<file path="config.mk">
export PLATFORM = sky130hd
export DESIGN_NAME = conv1_window_gen
export DESIGN_NICKNAME = d
export VERILOG_FILES = /design/src/rtl/conv1_win_pkg.sv /design/src/rtl/conv1_window_gen_line_buffer.sv /design/src/rtl/conv1_window_gen.sv
export SDC_FILE = /design/constraint.sdc
export NUM_CORES = 2
export LEC_CHECK = 0
export ABC_AREA = 0
export CORE_MARGIN = 2
export CORE_UTILIZATION = 36
export DETAILED_ROUTE_END_ITERATION = 10
export HOLD_SLACK_MARGIN = 0.15
export SKIP_CTS_REPAIR_TIMING = 1
export SLEW_MARGIN = 30
export SYNTH_ARGS = -nofsm -noshare
export SYNTH_HDL_FRONTEND = slang
export SYNTH_SLANG_ARGS = --single-unit
</file>
<file path="constraint.sdc">
create_clock -name clk -period 73 [get_ports clk]
set_input_delay 14.6 -clock clk [delete_from_list [all_inputs] [get_ports clk]]
set_output_delay 14.6 -clock clk [all_outputs]
set_load 0.05 [all_outputs]
</file>
<file path="src/rtl/conv1_win_pkg.sv">
// Shared constants and types for the conv1 sliding-window generator.
package conv1_win_pkg;
    localparam int IMG_W = 32;
    localparam int IMG_H = 32;
    localparam int K     = 5;
    localparam int DW    = 16;

    localparam int COL_W = $clog2(IMG_W);
    localparam int ROW_W = $clog2(IMG_H);

    localparam int WIN_PER_FRAME = (IMG_H - K + 1) * (IMG_W - K + 1);

    typedef logic signed [DW-1:0] pixel_t;
endpackage

</file>
<file path="src/rtl/conv1_window_gen_line_buffer.sv">
// One image row of pixel storage with read-before-write at a shared address.
module conv1_line_buffer
    import conv1_win_pkg::*;
#(
    parameter int DEPTH = IMG_W,
    parameter int WIDTH = DW,
    parameter int AW    = $clog2(DEPTH)
) (
    input  logic             clk,
    input  logic             en,
    input  logic [AW-1:0]    addr,
    input  logic [WIDTH-1:0] wr_data,
    output logic [WIDTH-1:0] rd_data
);

    logic [WIDTH-1:0] mem [DEPTH];

    // The read must see the old row in the same beat that overwrites it.
    assign rd_data = mem[addr];

    always_ff @(posedge clk) begin
        if (en) begin
            mem[addr] <= wr_data;
        end
    end

endmodule

</file>
<file path="src/rtl/conv1_window_gen.sv">
// KxK sliding-window generator feeding conv1; one packed window per valid position.
// Optional start-of-frame resync input enabled by defining CONV1_WIN_SOF_EN.
module conv1_window_gen #(
    parameter int IMG_W = conv1_win_pkg::IMG_W,
    parameter int IMG_H = conv1_win_pkg::IMG_H,
    parameter int K     = conv1_win_pkg::K,
    parameter int DW    = conv1_win_pkg::DW
) (
    input  logic              clk,
    input  logic              rst,
    input  logic              in_valid,
    input  logic [DW-1:0]     in_data,
`ifdef CONV1_WIN_SOF_EN
    input  logic              in_sof,
`endif
    output logic              out_valid,
    output logic [K*K*DW-1:0] out_window,
    output logic              frame_done
);

    localparam int CW = $clog2(IMG_W);
    localparam int RW = $clog2(IMG_H);
    localparam int NE = K * K;

    logic [CW-1:0]    col_q, col_d, col_cur;
    logic [RW-1:0]    row_q, row_d, row_cur;
    logic [NE*DW-1:0] win_q, win_d, win_base;
    logic [NE*DW-1:0] out_window_q, out_window_d;
    logic             out_valid_q, out_valid_d;
    logic             frame_done_q, frame_done_d;
    logic             sof;
    logic             emit;
    logic [DW-1:0]    lb_rd   [K-1];
    logic [DW-1:0]    new_col [K];

`ifdef CONV1_WIN_SOF_EN
    assign sof = in_valid & in_sof;
`else
    assign sof = 1'b0;
`endif

    // A start-of-frame beat is pixel (0,0) and starts from an empty window.
    assign col_cur  = sof ? '0 : col_q;
    assign row_cur  = sof ? '0 : row_q;
    assign win_base = sof ? '0 : win_q;

    genvar gi;
    generate
        for (gi = 0; gi < K-1; gi++) begin : g_lb
            logic [DW-1:0] wr_data;
            if (gi == 0) begin : g_head
                assign wr_data = in_data;
            end else begin : g_link
                assign wr_data = lb_rd[gi-1];
            end
            conv1_line_buffer #(
                .DEPTH (IMG_W),
                .WIDTH (DW),
                .AW    (CW)
            ) u_lb (
                .clk     (clk),
                .en      (in_valid),
                .addr    (col_cur),
                .wr_data (wr_data),
                .rd_data (lb_rd[gi])
            );
        end

        // Buffer K-2 holds the oldest row, so it lands in the top window row.
        for (gi = 0; gi < K; gi++) begin : g_col
            if (gi < K-1) begin : g_buf
                assign new_col[gi] = lb_rd[K-2-gi];
            end else begin : g_cur
                assign new_col[gi] = in_data;
            end
        end
    endgenerate

    always_comb begin
        col_d = col_q;
        row_d = row_q;
        if (in_valid) begin
            if (col_cur == CW'(IMG_W-1)) begin
                col_d = '0;
                row_d = (row_cur == RW'(IMG_H-1)) ? '0 : row_cur + RW'(1);
            end else begin
                col_d = col_cur + CW'(1);
                row_d = row_cur;
            end
        end
    end

    always_comb begin
        win_d = win_q;
        if (in_valid) begin
            for (int r = 0; r < K; r++) begin
                for (int c = 0; c < K; c++) begin
                    if (c < K-1) begin
                        win_d[DW*(K*r+c) +: DW] = win_base[DW*(K*r+c+1) +: DW];
                    end else begin
                        win_d[DW*(K*r+c) +: DW] = new_col[r];
                    end
                end
            end
        end
    end

    always_comb begin
        emit         = in_valid && (row_cur >= RW'(K-1)) && (col_cur >= CW'(K-1));
        out_valid_d  = emit;
        frame_done_d = emit && (row_cur == RW'(IMG_H-1)) && (col_cur == CW'(IMG_W-1));
        out_window_d = emit ? win_d : out_window_q;
    end

    always_ff @(posedge clk or posedge rst) begin
        if (rst) begin
            col_q        <= '0;
            row_q        <= '0;
            win_q        <= '0;
            out_window_q <= '0;
            out_valid_q  <= 1'b0;
            frame_done_q <= 1'b0;
        end else begin
            col_q        <= col_d;
            row_q        <= row_d;
            win_q        <= win_d;
            out_window_q <= out_window_d;
            out_valid_q  <= out_valid_d;
            frame_done_q <= frame_done_d;
        end
    end

    assign out_valid  = out_valid_q;
    assign out_window = out_window_q;
    assign frame_done = frame_done_q;

endmodule
</file>
; ---- Yosys cells after proc, flatten, opt, wreduce, memory -nomap -nowiden
; Memory sizes are Yosys's and may differ from the RTL's.
; Cells that the tools add are included.
[classes]
eq_ne = 2
n_reduce_logical = 5
n_lt_le_gt_ge = 2
n_mux = 5
add_sub_neg = 2
[ops]
columns = operator, n
row1 = $mux 400, 1
row2 = $add 5x1->5 const B, 2
row3 = $eq 5x5->1 const B, 2
row4 = $ge 5x3->1 const B, 2
row5 = $mux 5, 2
row6 = $logic_and 1x1->1, 4
row7 = $mux 1, 2
row8 = $reduce_and 2->1, 1
[word_totals]
word_cells = 26
input_bits = 19
n_memories = 4
ram_bits = 2048
reg_bits = 812
output_inout_bits = 402
[mem_list]
columns = memory, words, width, rd, rd_ports_with_merged_regs, wr, line
row1 = g_lb[0].u_lb.mem, 32, 16, 1, 0, 1, conv1_window_gen_line_buffer.sv:16  ; logic [WIDTH-1:0] mem [DEPTH];
row2 = g_lb[1].u_lb.mem, 32, 16, 1, 0, 1, conv1_window_gen_line_buffer.sv:16
row3 = g_lb[2].u_lb.mem, 32, 16, 1, 0, 1, conv1_window_gen_line_buffer.sv:16
row4 = g_lb[3].u_lb.mem, 32, 16, 1, 0, 1, conv1_window_gen_line_buffer.sv:16

; ---- Longest topological paths before layout
[logic_depth]
word_depth = 5
ltp_mapped = 9
depth_no_buf = 7

; ---- By module
; Synthesis repeated with hierarchy kept, for this count alone.
[unflattened]
cells_unflattened = 6673
area_unflattened_um2 = 107679.5
[modules_own_cells]
columns = module, cells_per_inst, instances, area_each_um2
row1 = conv1_line_buffer, 1070, 4, 19728.9
row2 = conv1_window_gen, 2393, 1, 28763.8

; ---- Worst setup path after synthesis
; Ideal clock, no wire load.
[synth_timing]
kind = input -> register
start = in in_valid
end = mem g_lb[0].u_lb.mem[5][0] (netlist bit), enable pin
required_time_ns = 72.514
stages = 6
setup_slack_ns = 54.093
setup_ns = 0.486
t_arrival_ns = 18.421
path_cell_list = buf_2 -> buf_2 -> clkbuf_1 -> clkbuf_1 -> nand2_1 -> nor2_1
[synth_between]
elab_chain_len = 2
[synth_rtl]
columns = element, line
row1 = start: declaration, conv1_window_gen.sv:11  ; input logic in_valid,
row2 = $mux 1, conv1_window_gen_line_buffer.sv:22  ; if (en) begin
row3 = $mux 1 (implied by the code), conv1_window_gen_line_buffer.sv:23  ; mem[addr] <= wr_data;
row4 = end: declaration, conv1_window_gen_line_buffer.sv:16
; Every way passes these cells.

==> impl_metrics.env <==
export IMPL_core_um2=297000
export IMPL_grt_ovfl_total=0
export IMPL_critical_path_top_delay_family="buffers and inverters"
export IMPL_gp_congestion=0.785
export IMPL_pre_cts_ws_ns=52.59
export IMPL_setup_violations=0
export IMPL_r2r_end="g_lb[3].u_lb.mem[4][7]$_DFFE_PP_"
export IMPL_drt_iter0_markers=5671
export IMPL_syn_cell_area_um2=108000
export IMPL_hp_start="win_base[76]$_DFF_PP0_"
export IMPL_clock_latency_ns=0.89
export IMPL_tritoncts="yes"
export IMPL_power_uw=5950
export IMPL_grt_pass1_wl_um=413000
export IMPL_ir_worst_vdd_mv=0.0277
export IMPL_htreeDepth=5
export IMPL_synthCells=5911
export IMPL_cp_required_ns=73.88
export IMPL_p_clk_share_pct=24.7
export IMPL_io_buffers=420
export IMPL_synth_net_count=5938
export IMPL_drive_gt1_share_pct=21.5
export IMPL_dp_hpwl_um=165000
export IMPL_cts_sinks=2860
export IMPL_synth_area_leaders="edfxtp_1, dfrtp_1, mux2i_1"
export IMPL_ys_ff_latch=2860
export IMPL_slew_headroom_pct=28.5
export IMPL_nNetsFinal=6512
export IMPL_yosys_cell_types_count=46
export IMPL_die_x_um=551
export IMPL_clockRootBuffer="clkbuf_16"
export IMPL_drt_total_wl_um=290000
export IMPL_initial_core_util_pct=36.2
export IMPL_timing_final_ws_setup_ns=54.46
export IMPL_power_internal_uw=3810
export IMPL_pin_count=421
export IMPL_drt_first_pass_iters=6
export IMPL_worstHoldPathType="register to register"
export IMPL_critPathSlowestCell="buf_6"
export IMPL_clock_path_buffers=4
export IMPL_crit_start="rst"
export IMPL_whs_ns=0.476
export IMPL_drv_cap=0
export IMPL_num_rows=200
export IMPL_hold_path_depth=1
export IMPL_die_y_um=551
export IMPL_synth_top_area_share_pct=57.1
export IMPL_start_kind="input port"
export IMPL_yosysWarnings=0
export IMPL_r2r_start="col_cur[1]$_DFFE_PP0P_"
export IMPL_p_seq_share_pct=42.1
export IMPL_clk_pin_slew_ns=0.06
export IMPL_critical_path_max_stage_delay_ns=0.66
export IMPL_rrSetupSlack_ns=65.81
export IMPL_die_area_um2=303000
export IMPL_via_per_inst=5.38
export IMPL_cp_max_fo=142
export IMPL_ff2ff_path_depth=9
export IMPL_cp_end_kind="async pin"
export IMPL_period_share_pct=25.4
export IMPL_crit_buf_inv=8
export IMPL_maxSlewViolCount=0
export IMPL_cts_buffers=295
export IMPL_fmax_ghz=0.0539
export IMPL_period_needed_ns=18.54
export IMPL_crit_arrival_ns=19.43
export IMPL_syn_avg_cell_area_um2=18.2
export IMPL_p_comb_share_pct=33.2
export IMPL_grt_pass1_vias=57170
export IMPL_p_switching_uw=2140
export IMPL_leakagePower_uw=0.0448
export IMPL_ant_nets=0
export IMPL_switching_share_pct=35.9
export IMPL_power_density_nw_per_um2=46.8
export IMPL_worst_slew_pin_slew_ns=1.06
export IMPL_status="finished clean"
export IMPL_hold_violations=0
export IMPL_grt_max_degree=187
export IMPL_num_vias=57343
export IMPL_finalClockSkew_ns=0.0589
export IMPL_yosys_area_top_type="edfxtp_1"
export IMPL_holdPathEnd="win_base[76]$_DFF_PP0_"
export IMPL_yosysSeqAreaShare_pct=76.0
export IMPL_path_cells="clkdlybuf4s50_1 -> clkinv_8 -> buf_6 -> buf_4 -> buf_4 -> buf_6 -> buf_4 -> buf_6"
export IMPL_setup_tns_ns=0
export IMPL_syn2layout_area_growth_pct=18.0
export IMPL_path_class="input port to async pin"
export IMPL_rsz0062_at_grt="no"
export IMPL_avgRoutedWirePerCell_um=27.3
export IMPL_antenna_found_initial=17
export IMPL_drcViolationCount=0
export IMPL_grt_usage_pct=18.7
## metrics by stage
stage	area (um2)	utilization [%]	instances
after floorplan	108000	-	5911
after global placement	117000	39.4	10115
after detailed placement	117000	39.5	10122
after CTS	127000	42.6	10643
after global routing	127000	42.7	10649
final	127000	42.7	10653
## synthesized netlist by cell type (all sizes together)
cell type	number
edfxtp	2048
mux2i	966
dfrtp	812
mux2	690
o22ai	463
buf	248
nor2	149
nor4	112
a31oi	99
clkbuf	86
nand2	60
mux4	29
o21ai	25
nand3	18
nor3	17
o21a	15
a22oi	12
ha	8
inv	7
nand4bb	6
a211oi	5
nand3b	5
and3	4
nand4b	4
or4b	4
nand2b	3
a21oi	2
nor3b	2
o221ai	2
or3	2
a211o	1
nand4	1
nor2b	1
o311a	1
o31ai	1
or3b	1
or4	1
xor2	1
## worst max-delay path by stage
stage	depth (start not counted)	end	slack, ns
CTS	8	win_base[150]$_DFF_PP0_	53.49
global route	8	out_window[149]$_DFFE_PP0P_	53.68
finish	8	win_base[149]$_DFF_PP0_	54.46
floorplan	1	col_cur[0]$_DFFE_PP0P_	35.59
global placement	8	out_window[101]$_DFFE_PP0P_	52.43
detailed placement	8	out_window[101]$_DFFE_PP0P_	52.59
## flip-flops by register name (all words and copies together), names as in the netlist
register and flops:
col_cur 5, frame_done 1, g_lb.u_lb.mem 2048, out_valid 1
out_window 400, row_cur 5, win_base 400
## kinds of logic (layout without fill, tap and decap cells)
family,count (synthesis),in the layout,share of synthesized area (%)
xor+xnor,1,1,0.00814
mux,1685,1685,16.8
simple gates,390,390,1.82
fa+ha+maj,8,8,0.0930
other cells,0,5,0
compound gates,626,626,3.66
flops,2860,2860,76.0
buf+inv,341,1139,1.59
## placed cells by master, fill, tap and decap left out, types with 7 or more instances in the layout
cell and count:
a22oi_1 12, a31oi_1 99, buf_12 7, buf_16 8, buf_4 160, buf_6 16, bufinv_16 22, clkbuf_1 68
clkbuf_16 297, clkbuf_8 16, clkdlybuf4s50_1 416, clkinv_1 37, clkinv_2 44, clkinvlp_4 11, dfrtp_1 810, edfxtp_1 2048
ha_1 8, inv_6 12, mux2_1 16, mux2_2 674, mux2i_1 966, mux4_2 29, nand2_1 25, nand2_2 35
nand3_1 18, nor2_1 117, nor2_4 32, nor3_1 17, nor4_1 72, nor4_2 33, nor4_4 7, o21a_1 15
o21ai_0 18, o21ai_1 7, o22ai_1 463
## area by class of cell
cell class	count	area, um2
Fill cell	25915	170000
Antenna cell	5	12.5
Tap cell	3939	4930
Sequential cell	2860	81800
Clock buffer	381	7910
Multi-Input combinational cell	2710	24900
Clock inverter	140	1470
Inverter	7	38.8
Timing Repair Buffer	611	5940
## worst register-to-register path, delay by kind of cell (launching register included)
family | cells | cell delay [ns]
compound gates | 1 | 0.15
simple gates | 2 | 1.68
flops | 1 | 0.76
buf+inv | 5 | 3.68
mux | 1 | 0.31
## per-layer routing
| layer | wire length (um) | up-vias | GRT usage, % |
|---|---|---|---|
| met5 | 75 | - | 0 |
| met4 | 7700 | 12 | 5.11 |
| met3 | 18700 | 437 | 3.05 |
| met2 | 145000 | 1948 | 31.9 |
| met1 | 119000 | 30518 | 24.6 |
| li1 | - | 24428 | - |
## power groups by stage
stage / clock [uW] / combinational (uW) / sequential (uW)
2_1_floorplan: 0 / 817 / 2870
3_3_place_gp: 0 / 1920 / 2540
3_5_place_dp: 0 / 1980 / 2540
4_1_cts: 1500 / 1980 / 2510
5_1_grt: 1560 / 2070 / 2530
6_report: 1470 / 1970 / 2500
Power figures use the tool's default switching activity.
